$ cat src/rtl/me_pkg.sv
// me_pkg -- shared definitions for the memory stage.
// Holds the memory opcode and funct3 encodings, the access FSM state type,
// the M-register beat count and small helpers that classify an opcode and
// build the store byte-enable / store data replication.
package me_pkg;

  // An M register is 512 bits, moved as 16 32-bit beats.
  localparam int M_BEATS = 16;
  localparam int BEAT_W  = $clog2(M_BEATS);

  // Memory opcodes; every other opcode passes straight through the stage.
  localparam logic [6:0] OP_LOAD_R  = 7'b0000011;
  localparam logic [6:0] OP_STORE_R = 7'b0100011;
  localparam logic [6:0] OP_LOAD_F  = 7'b0000111;
  localparam logic [6:0] OP_STORE_F = 7'b0100111;
  localparam logic [6:0] OP_LOAD_M  = 7'b0001011;
  localparam logic [6:0] OP_STORE_M = 7'b0101011;

  // Scalar access size / extension encodings.
  localparam logic [2:0] F3_B  = 3'b000;
  localparam logic [2:0] F3_H  = 3'b001;
  localparam logic [2:0] F3_W  = 3'b010;
  localparam logic [2:0] F3_BU = 3'b100;
  localparam logic [2:0] F3_HU = 3'b101;

  typedef enum logic [1:0] {
    ST_IDLE,
    ST_REQ,
    ST_WAIT
  } me_state_e;

  // Which register file a memory op targets (CLS_PASS = not a memory op).
  typedef enum logic [1:0] {
    CLS_PASS,
    CLS_R,
    CLS_F,
    CLS_M
  } mem_class_e;

  typedef struct packed {
    mem_class_e cls;
    logic       store;
  } mem_op_t;

  function automatic mem_op_t decode_op(input logic [6:0] opcode);
    mem_op_t op;
    op.cls   = CLS_PASS;
    op.store = 1'b0;
    case (opcode)
      OP_LOAD_R:  op.cls = CLS_R;
      OP_STORE_R: begin op.cls = CLS_R; op.store = 1'b1; end
      OP_LOAD_F:  op.cls = CLS_F;
      OP_STORE_F: begin op.cls = CLS_F; op.store = 1'b1; end
      OP_LOAD_M:  op.cls = CLS_M;
      OP_STORE_M: begin op.cls = CLS_M; op.store = 1'b1; end
      default:    op.cls = CLS_PASS;
    endcase
    return op;
  endfunction

  // Byte lanes written by a scalar store; halfwords ignore addr[0].
  function automatic logic [3:0] store_mask(input logic [2:0] funct3,
                                            input logic [1:0] addr_lo);
    logic [3:0] mask;
    case (funct3)
      F3_B:    mask = 4'b0001 << addr_lo;
      F3_H:    mask = addr_lo[1] ? 4'b1100 : 4'b0011;
      default: mask = 4'b1111;
    endcase
    return mask;
  endfunction

  // Stores put the datum on every lane so the mask alone picks the target.
  function automatic logic [31:0] store_data(input logic [2:0]  funct3,
                                             input logic [31:0] data);
    logic [31:0] word;
    case (funct3)
      F3_B:    word = {4{data[7:0]}};
      F3_H:    word = {2{data[15:0]}};
      default: word = data;
    endcase
    return word;
  endfunction

endpackage

$ cat src/rtl/me_load_align.sv
// me_load_align -- combinational load data extraction.
// Picks the addressed byte / halfword out of the returned memory word and
// sign- or zero-extends it according to funct3.
//   mem_rdata  in  32  word returned by memory
//   addr_lo    in  2   low address bits of the access
//   funct3     in  3   access size / signedness
//   data       out 32  aligned, extended load result
module me_load_align
  import me_pkg::*;
(
  input  logic [31:0] mem_rdata,
  input  logic [1:0]  addr_lo,
  input  logic [2:0]  funct3,
  output logic [31:0] data
);

  logic [7:0]  byte_sel;
  logic [15:0] half_sel;

  always_comb begin
    byte_sel = 8'h00;
    half_sel = 16'h0000;
    data     = mem_rdata;

    case (addr_lo)
      2'd0:    byte_sel = mem_rdata[7:0];
      2'd1:    byte_sel = mem_rdata[15:8];
      2'd2:    byte_sel = mem_rdata[23:16];
      default: byte_sel = mem_rdata[31:24];
    endcase

    // Halfword lane comes from addr[1] only; a misaligned addr[0] is ignored.
    half_sel = addr_lo[1] ? mem_rdata[31:16] : mem_rdata[15:0];

    case (funct3)
      F3_B:    data = {{24{byte_sel[7]}}, byte_sel};
      F3_BU:   data = {24'h000000, byte_sel};
      F3_H:    data = {{16{half_sel[15]}}, half_sel};
      F3_HU:   data = {16'h0000, half_sel};
      F3_W:    data = mem_rdata;
      default: data = mem_rdata;
    endcase
  end

endmodule

$ cat src/rtl/me_stage.sv
// me_stage -- pipeline memory stage.
// Accepts one instruction at a time from EX. Non-memory ops go straight to
// the result register; loads/stores run a request/wait handshake with
// memory (16 beats for M registers) before the result is presented to WB.
//   clk, rst                 clock, asynchronous active-low reset
//   EX_valid / ready         upstream handshake
//   valid / WB_ready         downstream handshake
//   opcode..rs2_M            instruction payload from EX
//   mem_*                    single-outstanding memory port
//   wb_*                     registered result towards WB
module me_stage
  import me_pkg::*;
(
  input  logic         clk,
  input  logic         rst,

  input  logic         EX_valid,
  output logic         ready,
  input  logic         WB_ready,
  output logic         valid,

  input  logic [6:0]   opcode,
  input  logic [2:0]   funct3,
  input  logic [1:0]   rd_group,
  input  logic [4:0]   rd_index,
  input  logic         pc_opt,
  input  logic [31:0]  npc,
  input  logic [31:0]  res_R,
  input  logic [31:0]  res_F,
  input  logic [511:0] res_M,
  input  logic [31:0]  rs2_R,
  input  logic [31:0]  rs2_F,
  input  logic [511:0] rs2_M,

  output logic         mem_req,
  output logic         mem_we,
  output logic [31:0]  mem_addr,
  output logic [31:0]  mem_wdata,
  output logic [3:0]   mem_wmask,
  input  logic         mem_gnt,
  input  logic         mem_rvalid,
  input  logic [31:0]  mem_rdata,

  output logic [1:0]   wb_rd_group,
  output logic [4:0]   wb_rd_index,
  output logic         wb_pc_opt,
  output logic [31:0]  wb_npc,
  output logic [31:0]  wb_R,
  output logic [31:0]  wb_F,
  output logic [511:0] wb_M
);

  me_state_e         state;
  me_state_e         state_next;
  logic [BEAT_W-1:0] beat;

  // Payload captured at acceptance of a memory op, held for the whole access.
  mem_op_t           op;
  logic [2:0]        op_f3;
  logic [31:0]       op_addr;
  logic [511:0]      op_wsrc;
  logic [1:0]        op_rd_group;
  logic [4:0]        op_rd_index;
  logic              op_pc_opt;
  logic [31:0]       op_npc;
  logic [31:0]       op_res_R;
  logic [31:0]       op_res_F;
  logic [511:0]      op_res_M;

  mem_op_t           in_op;
  logic              in_is_mem;
  logic              accept;
  logic              in_req;
  logic              last_beat;
  logic              beat_done;
  logic              done;
  logic              m_load;
  logic [31:0]       load_word;
  logic [31:0]       beat_wdata;

  assign in_op     = decode_op(opcode);
  assign in_is_mem = (in_op.cls != CLS_PASS);

  assign ready  = (state == ST_IDLE) && (!valid || WB_ready);
  assign accept = EX_valid && ready;

  assign last_beat = (op.cls != CLS_M) || (beat == BEAT_W'(M_BEATS - 1));
  // mem_rvalid only counts while an access is waiting; strays are dropped.
  assign beat_done = (state == ST_WAIT) && mem_rvalid;
  assign done      = beat_done && last_beat;
  assign m_load    = (op.cls == CLS_M) && !op.store;

  me_load_align u_load_align (
    .mem_rdata (mem_rdata),
    .addr_lo   (op_addr[1:0]),
    .funct3    (op_f3),
    .data      (load_word)
  );

  // Memory port is driven only in REQ so it reads all-zero otherwise; the
  // captured payload cannot change in REQ, which keeps it stable until gnt.
  assign in_req     = (state == ST_REQ);
  assign beat_wdata = (op.cls == CLS_M) ? op_wsrc[{beat, 5'b00000} +: 32]
                                        : store_data(op_f3, op_wsrc[31:0]);
  assign mem_req    = in_req;
  assign mem_we     = in_req && op.store;
  assign mem_addr   = in_req ? ({op_addr[31:2], 2'b00} +
                                {{(30 - BEAT_W){1'b0}}, beat, 2'b00})
                             : 32'h0;
  assign mem_wdata  = (in_req && op.store) ? beat_wdata : 32'h0;
  assign mem_wmask  = (in_req && op.store)
                    ? ((op.cls == CLS_M) ? 4'hF : store_mask(op_f3, op_addr[1:0]))
                    : 4'h0;

  // Access FSM state register.
  always_ff @(posedge clk or negedge rst) begin
    if (!rst) state <= ST_IDLE;
    else      state <= state_next;
  end

  // Access FSM next state: one request in flight, every beat (stores too)
  // closes with mem_rvalid.
  always_comb begin
    state_next = state;
    case (state)
      ST_IDLE: if (accept && in_is_mem) state_next = ST_REQ;
      ST_REQ:  if (mem_gnt)             state_next = ST_WAIT;
      ST_WAIT: if (mem_rvalid)          state_next = last_beat ? ST_IDLE : ST_REQ;
      default:                          state_next = ST_IDLE;
    endcase
  end

  // Operand capture and beat counting for memory ops.
  always_ff @(posedge clk or negedge rst) begin
    if (!rst) begin
      beat        <= '0;
      op          <= '{cls: CLS_PASS, store: 1'b0};
      op_f3       <= '0;
      op_addr     <= '0;
      op_wsrc     <= '0;
      op_rd_group <= '0;
      op_rd_index <= '0;
      op_pc_opt   <= 1'b0;
      op_npc      <= '0;
      op_res_R    <= '0;
      op_res_F    <= '0;
      op_res_M    <= '0;
    end else begin
      if (accept && in_is_mem) begin
        beat        <= '0;
        op          <= in_op;
        op_f3       <= funct3;
        op_addr     <= res_R;
        op_rd_group <= rd_group;
        op_rd_index <= rd_index;
        op_pc_opt   <= pc_opt;
        op_npc      <= npc;
        op_res_R    <= res_R;
        op_res_F    <= res_F;
        op_res_M    <= res_M;
        case (in_op.cls)
          CLS_M:   op_wsrc <= rs2_M;
          CLS_F:   op_wsrc <= {480'h0, rs2_F};
          default: op_wsrc <= {480'h0, rs2_R};
        endcase
      end else if (beat_done) begin
        beat <= last_beat ? '0 : beat + 1'b1;
      end
    end
  end

  // Result register: filled by a pass-through acceptance or by the final
  // beat of a memory op, otherwise drained by WB_ready. M-load beats land in
  // wb_M as they arrive; valid is low during the access so this is unseen.
  always_ff @(posedge clk or negedge rst) begin
    if (!rst) begin
      valid       <= 1'b0;
      wb_rd_group <= '0;
      wb_rd_index <= '0;
      wb_pc_opt   <= 1'b0;
      wb_npc      <= '0;
      wb_R        <= '0;
      wb_F        <= '0;
      wb_M        <= '0;
    end else if (accept && !in_is_mem) begin
      valid       <= 1'b1;
      wb_rd_group <= rd_group;
      wb_rd_index <= rd_index;
      wb_pc_opt   <= pc_opt;
      wb_npc      <= npc;
      wb_R        <= res_R;
      wb_F        <= res_F;
      wb_M        <= res_M;
    end else if (done) begin
      valid       <= 1'b1;
      wb_rd_group <= op_rd_group;
      wb_rd_index <= op_rd_index;
      wb_pc_opt   <= op_pc_opt;
      wb_npc      <= op_npc;
      wb_R        <= (op.cls == CLS_R && !op.store) ? load_word : op_res_R;
      wb_F        <= (op.cls == CLS_F && !op.store) ? load_word : op_res_F;
      if (m_load) wb_M[{beat, 5'b00000} +: 32] <= mem_rdata;
      else        wb_M <= op_res_M;
    end else begin
      if (WB_ready) valid <= 1'b0;
      if (beat_done && m_load) wb_M[{beat, 5'b00000} +: 32] <= mem_rdata;
    end
  end

endmodule

$ cat config.mk
export PLATFORM = sky130hd
export DESIGN_NAME = me_stage
export DESIGN_NICKNAME = d
export VERILOG_FILES = /design/src/rtl/me_pkg.sv /design/src/rtl/me_load_align.sv /design/src/rtl/me_stage.sv
export SDC_FILE = /design/constraint.sdc
export NUM_CORES = 2
export LEC_CHECK = 0
export CAP_MARGIN = 20
export CORE_AREA = 2 2 744 746
export CTS_BUF_LIST = sky130_fd_sc_hd__clkbuf_16
export CTS_CLUSTER_DIAMETER = 150
export DETAILED_ROUTE_END_ITERATION = 10
export DIE_AREA = 0 0 746 748
export PLACE_DENSITY = 0.35
export SYNTH_ARGS = -nofsm -noshare
export SYNTH_HDL_FRONTEND = slang
export SYNTH_SLANG_ARGS = --single-unit
export TNS_END_PERCENT = 5
$ cat constraint.sdc
create_clock -name clk -period 11.22 [get_ports clk]
set_clock_uncertainty 0.1 [all_clocks]
set_input_delay 2.244 -clock clk [delete_from_list [all_inputs] [get_ports clk]]
set_output_delay 2.244 -clock clk [all_outputs]
set_load 0.1 [all_outputs]
==> metrics.txt <==
# TYPE chip_impl_metric gauge
chip_impl_metric{name="setup_violations",unit=""} 0
chip_impl_metric{name="ant_nets",unit=""} 0
chip_impl_metric{name="swShare",unit="%"} 44.8
chip_impl_info{name="synth_flop_cell",value="sky130_fd_sc_hd__dfrtp_1"} 1
chip_impl_metric{name="io_pins",unit=""} 1928
chip_impl_metric{name="synth_cells",unit=""} 9287
chip_impl_metric{name="timing.fmax",unit="GHz"} 0.128
chip_impl_metric{name="post_synth_instance_area",unit="mm²"} 0.0841
chip_impl_metric{name="pwr-share-clk",unit="%"} 30.8
chip_impl_metric{name="worst_skew_pair.late_latency",unit="ns"} 0.95
chip_impl_info{name="rr_endpoint",value="wb_M[401]"} 1
chip_impl_metric{name="dp.final_hpwl",unit="µm"} 490000
chip_impl_metric{name="worst_ep_arrival_time",unit="ns"} 5.45
chip_impl_metric{name="synth-seq-cells",unit=""} 1757
chip_impl_info{name="crit_chain",value="buf_4 -> buf_4 -> mux4_2 -> a22oi_1 -> a21oi_1 -> a21oi_1 -> nor2_1 -> clkdlybuf4s50_1"} 1
chip_impl_metric{name="pre_repair_dr_iteration_count",unit=""} 9
chip_impl_metric{name="met3_wirelength",unit="µm"} 53700
chip_impl_metric{name="drt-total-wl",unit="µm"} 662000
chip_impl_info{name="endpoint_kind",value="primary output"} 1
chip_impl_metric{name="gp_congestion",unit=""} 0.852
chip_impl_info{name="clock_tree.root_cell",value="sky130_fd_sc_hd__clkbuf_16"} 1
chip_impl_info{name="setup.worst_path.start",value="beat[0]"} 1
chip_impl_metric{name="largest_net_degree_at_the_start_of_global_routing",unit=""} 178
chip_impl_info{name="yosys.cell_count.top_type",value="sky130_fd_sc_hd__nand2_1"} 1
chip_impl_metric{name="route.detailed.vias_per_inst",unit=""} 4.49
chip_impl_info{name="critical_path.endpoint",value="mem_wdata[4]"} 1
chip_impl_metric{name="cts_hold_buffers",unit=""} 0
chip_impl_metric{name="async_flop_share",unit="%"} 100
chip_impl_metric{name="grt_pass1_wl",unit="µm"} 856000
chip_impl_info{name="regToRegStartpoint",value="beat[1]"} 1
chip_impl_metric{name="core_area",unit="mm²"} 0.551
chip_impl_metric{name="cts_setup_buffers",unit=""} 0
chip_impl_metric{name="fraction_of_the_yosys_area_taken_by_sequential_cells",unit="%"} 52.3
chip_impl_metric{name="dr_wl_met2",unit="µm"} 320000
chip_impl_metric{name="report.final.slew_viol_count",unit=""} 0
chip_impl_metric{name="worst_ep_required_time",unit="ns"} 8.88
chip_impl_info{name="ys_top_cells_by_area",value="sky130_fd_sc_hd__dfrtp_1, sky130_fd_sc_hd__nand2_1, sky130_fd_sc_hd__mux4_2, sky130_fd_sc_hd__nand3_1, sky130_fd_sc_hd__a221o_1"} 1
chip_impl_info{name="crit_slowest_cell",value="sky130_fd_sc_hd__clkdlybuf4s50_1"} 1
chip_impl_metric{name="initialDrtViolationCount",unit=""} 7507
chip_impl_metric{name="power.internal",unit="W"} 0.0138
chip_impl_metric{name="drcViolationCount",unit=""} 0
chip_impl_metric{name="final.setup.worst_slack",unit="ns"} 3.43
chip_impl_metric{name="routedLengthMet1",unit="µm"} 249000
chip_impl_metric{name="comb_power_share",unit="%"} 35.9
chip_impl_info{name="top_signal_layer_used",value="met5"} 1
chip_impl_metric{name="total_leakage_power",unit="nW"} 51.8
chip_impl_info{name="worstHoldPathType",value="reg2reg"} 1
chip_impl_metric{name="global_route.usage.total",unit="%"} 22.8
chip_impl_metric{name="min_period_over_period",unit="%"} 69.5
chip_impl_metric{name="clock_sink_count",unit=""} 1757
chip_impl_metric{name="area_growth_syn_to_layout",unit="%"} 40.7
chip_impl_metric{name="die-height",unit="µm"} 748
chip_impl_metric{name="die_w",unit="µm"} 746
chip_impl_metric{name="peakVddDrop",unit="V"} 0.000157
chip_impl_metric{name="buffer_ports.inserted",unit=""} 1925
chip_impl_metric{name="post_synth_num_cell_types",unit=""} 85
chip_impl_info{name="post_synthesis_cell_type_with_the_largest_combined_area",value="sky130_fd_sc_hd__dfrtp_1"} 1
chip_impl_metric{name="grt.overflow.total",unit=""} 0
chip_impl_metric{name="critical_path_cell_count",unit=""} 8
chip_impl_metric{name="cap_viol_max_count",unit=""} 0
chip_impl_metric{name="report.final.hold_viol_count",unit=""} 0
chip_impl_metric{name="r2r_cells",unit=""} 10
chip_impl_info{name="most_instantiated_cells_after_synthesis",value="sky130_fd_sc_hd__nand2_1, sky130_fd_sc_hd__dfrtp_1, sky130_fd_sc_hd__nand3_1"} 1
chip_impl_info{name="startpoint_type",value="flip-flop"} 1
chip_impl_metric{name="synth-edff-count",unit=""} 0
chip_impl_metric{name="slew_headroom",unit="%"} 17.7
chip_impl_metric{name="synth.yosys.warnings",unit=""} 0
chip_impl_metric{name="clk_pin_slew_worst_paths",unit="ns"} 0.06
chip_impl_metric{name="via_count",unit=""} 82749
chip_impl_metric{name="p_sw",unit="W"} 0.0112
chip_impl_info{name="grt_setup_unrepaired",value="false"} 1
chip_impl_metric{name="core.rowCount",unit=""} 273
chip_impl_metric{name="max_stage_delay",unit="ns"} 0.98
chip_impl_metric{name="grt_antenna_before_repair",unit=""} 353
chip_impl_metric{name="cts_htree_levels",unit=""} 4
chip_impl_metric{name="grt_pass1_vias",unit=""} 81461
chip_impl_metric{name="routedWlPerCell",unit="µm"} 35.9
chip_impl_metric{name="tightest_slew",unit="ns"} 1.24
chip_impl_metric{name="clock_path_buffers",unit=""} 4
chip_impl_metric{name="critPathBufInv",unit=""} 3
chip_impl_metric{name="setup-tns-final",unit="ns"} 0
chip_impl_metric{name="area_of_the_die",unit="mm²"} 0.558
chip_impl_metric{name="filler_cell_count",unit=""} 60618
chip_impl_metric{name="nets",unit=""} 12084
chip_impl_metric{name="seq_power_share",unit="%"} 33.3
chip_impl_info{name="run_status",value="finished clean"} 1
chip_impl_metric{name="synth_top_area_share",unit="%"} 52.3
chip_impl_metric{name="crit_path_max_fanout",unit=""} 35
chip_impl_metric{name="dp_worst_setup_slack",unit="ns"} 4.22
chip_impl_metric{name="p_per_area",unit="mW/mm²"} 212
chip_impl_info{name="tritoncts",value="done"} 1
chip_impl_metric{name="average_instance_area_after_synthesis",unit="µm²"} 9.05
chip_impl_info{name="worst-setup-path-type",value="reg2out"} 1
chip_impl_metric{name="drive_gt1_share",unit="%"} 9.78
chip_impl_metric{name="initial_core_util",unit="%"} 15.3
chip_impl_metric{name="final.min_clock_period",unit="ns"} 7.79
chip_impl_metric{name="cts_made_buffers",unit=""} 243
chip_impl_metric{name="ff2ff_setup_slack",unit="ns"} 5.88
chip_impl_info{name="critical-path-top-delay-family",value="buffers and inverters"} 1
chip_impl_metric{name="cts-resized-gates",unit=""} 0
cells in the final DEF (no fill, tap or decap), types with 174 or more instances in the layout:
cell type                            n
sky130_fd_sc_hd__a31oi_1           237
sky130_fd_sc_hd__nor2_1            331
sky130_fd_sc_hd__clkdlybuf4s50_1  1662
sky130_fd_sc_hd__a211oi_1          174
sky130_fd_sc_hd__a221o_1           210
sky130_fd_sc_hd__nand2_1          3310
sky130_fd_sc_hd__clkbuf_16         244
sky130_fd_sc_hd__dfrtp_1          1751
sky130_fd_sc_hd__o21ai_0           359
sky130_fd_sc_hd__buf_4             417
sky130_fd_sc_hd__o22ai_1           220
sky130_fd_sc_hd__nand3_1           504
cell families (layout without fill, tap and decap cells):
family          count (synthesis)  count (layout)  synth area share, %
flops                        1757            1757                 52.3
other cells                     1             121              0.00446
simple gates                 4517            4517                 22.0
fa+ha+maj                       9               9                0.143
mux                           250             250                 4.99
xor+xnor                       30              30                0.322
compound gates               1861            1861                 15.6
buf+inv                       862            2602                 4.63
metrics by stage:
stage	hold WS (ns)	instances	power [W]	cell area [µm²]	util [%]
after CTS	0.365	18313	0.0254	118000	21.4
final	0.361	18434	0.0250	118000	21.5
after global placement	0.344	17864	0.0175	110000	20.0
after global routing	0.377	18362	0.0260	118000	21.4
after floorplan	0.333	9288	0.0136	84100	-
after detailed placement	0.351	17875	0.0175	110000	20.1
worst reg2reg max path: cells and delay by family, from the launching register on:
kind / cells / cell delay (ns)
buffers and inverters: 4 / 2.64
AO/OA/AOI/OAI: 4 / 1.15
AND/OR/NAND/NOR: 1 / 0.20
adder cells (fa/ha/maj): 1 / 0.38
flip-flops: 1 / 0.87
cell type report:
class                      count  area [µm²]  area share [%]
tap                         7287        9120            7.71
clock buffer                 244        6110            5.16
inverter                      25        93.8          0.0793
sequential                  1757       44000            37.2
multi-input combinational   6669       36500            30.9
antenna                      119         298           0.252
clock inverter               194        1400            1.18
timing repair buffer        2139       20800            17.6
power groups by stage:
stage / Sequential (W) / Clock, W / Combinational, W
3_3_place_gp: 0.00843 / 0 / 0.00906
6_report: 0.00833 / 0.00771 / 0.00899
2_1_floorplan: 0.0117 / 0 / 0.00189
3_5_place_dp: 0.00843 / 0 / 0.00910
5_1_grt: 0.00846 / 0.00816 / 0.00935
4_1_cts: 0.00834 / 0.00796 / 0.00911
routing by layer:
metal,vias up,GRT usage (%)
met4,198,10.6
met2,3455,39.1
met5,-,0
met1,42335,25.8
met3,1055,7.13
li1,35706,-
flip-flops by register name (all words and copies together), names as in the netlist, 32 cells and up:
name      cells
wb_R         32
op_npc       32
wb_npc       32
op_res_R     32
op_wsrc     512
op_res_F     32
wb_M        512
wb_F         32
op_res_M    512
worst min-delay path by stage:
| stage | startpoint | endpoint | slack (ns) | cells after the start |
|---|---|---|---|---|
| global placement | op_wsrc[331] | op_wsrc[331] | 0.34 | 2 |
| global route | op_res_M[510] | op_res_M[510] | 0.38 | 2 |
| floorplan | op_wsrc[192] | op_wsrc[192] | 0.33 | 2 |
| finish | op_wsrc[329] | op_wsrc[329] | 0.36 | 2 |
| CTS | op_wsrc[329] | op_wsrc[329] | 0.36 | 2 |
| detailed placement | op_wsrc[329] | op_wsrc[329] | 0.35 | 2 |
Power figures use the tool's default switching activity.
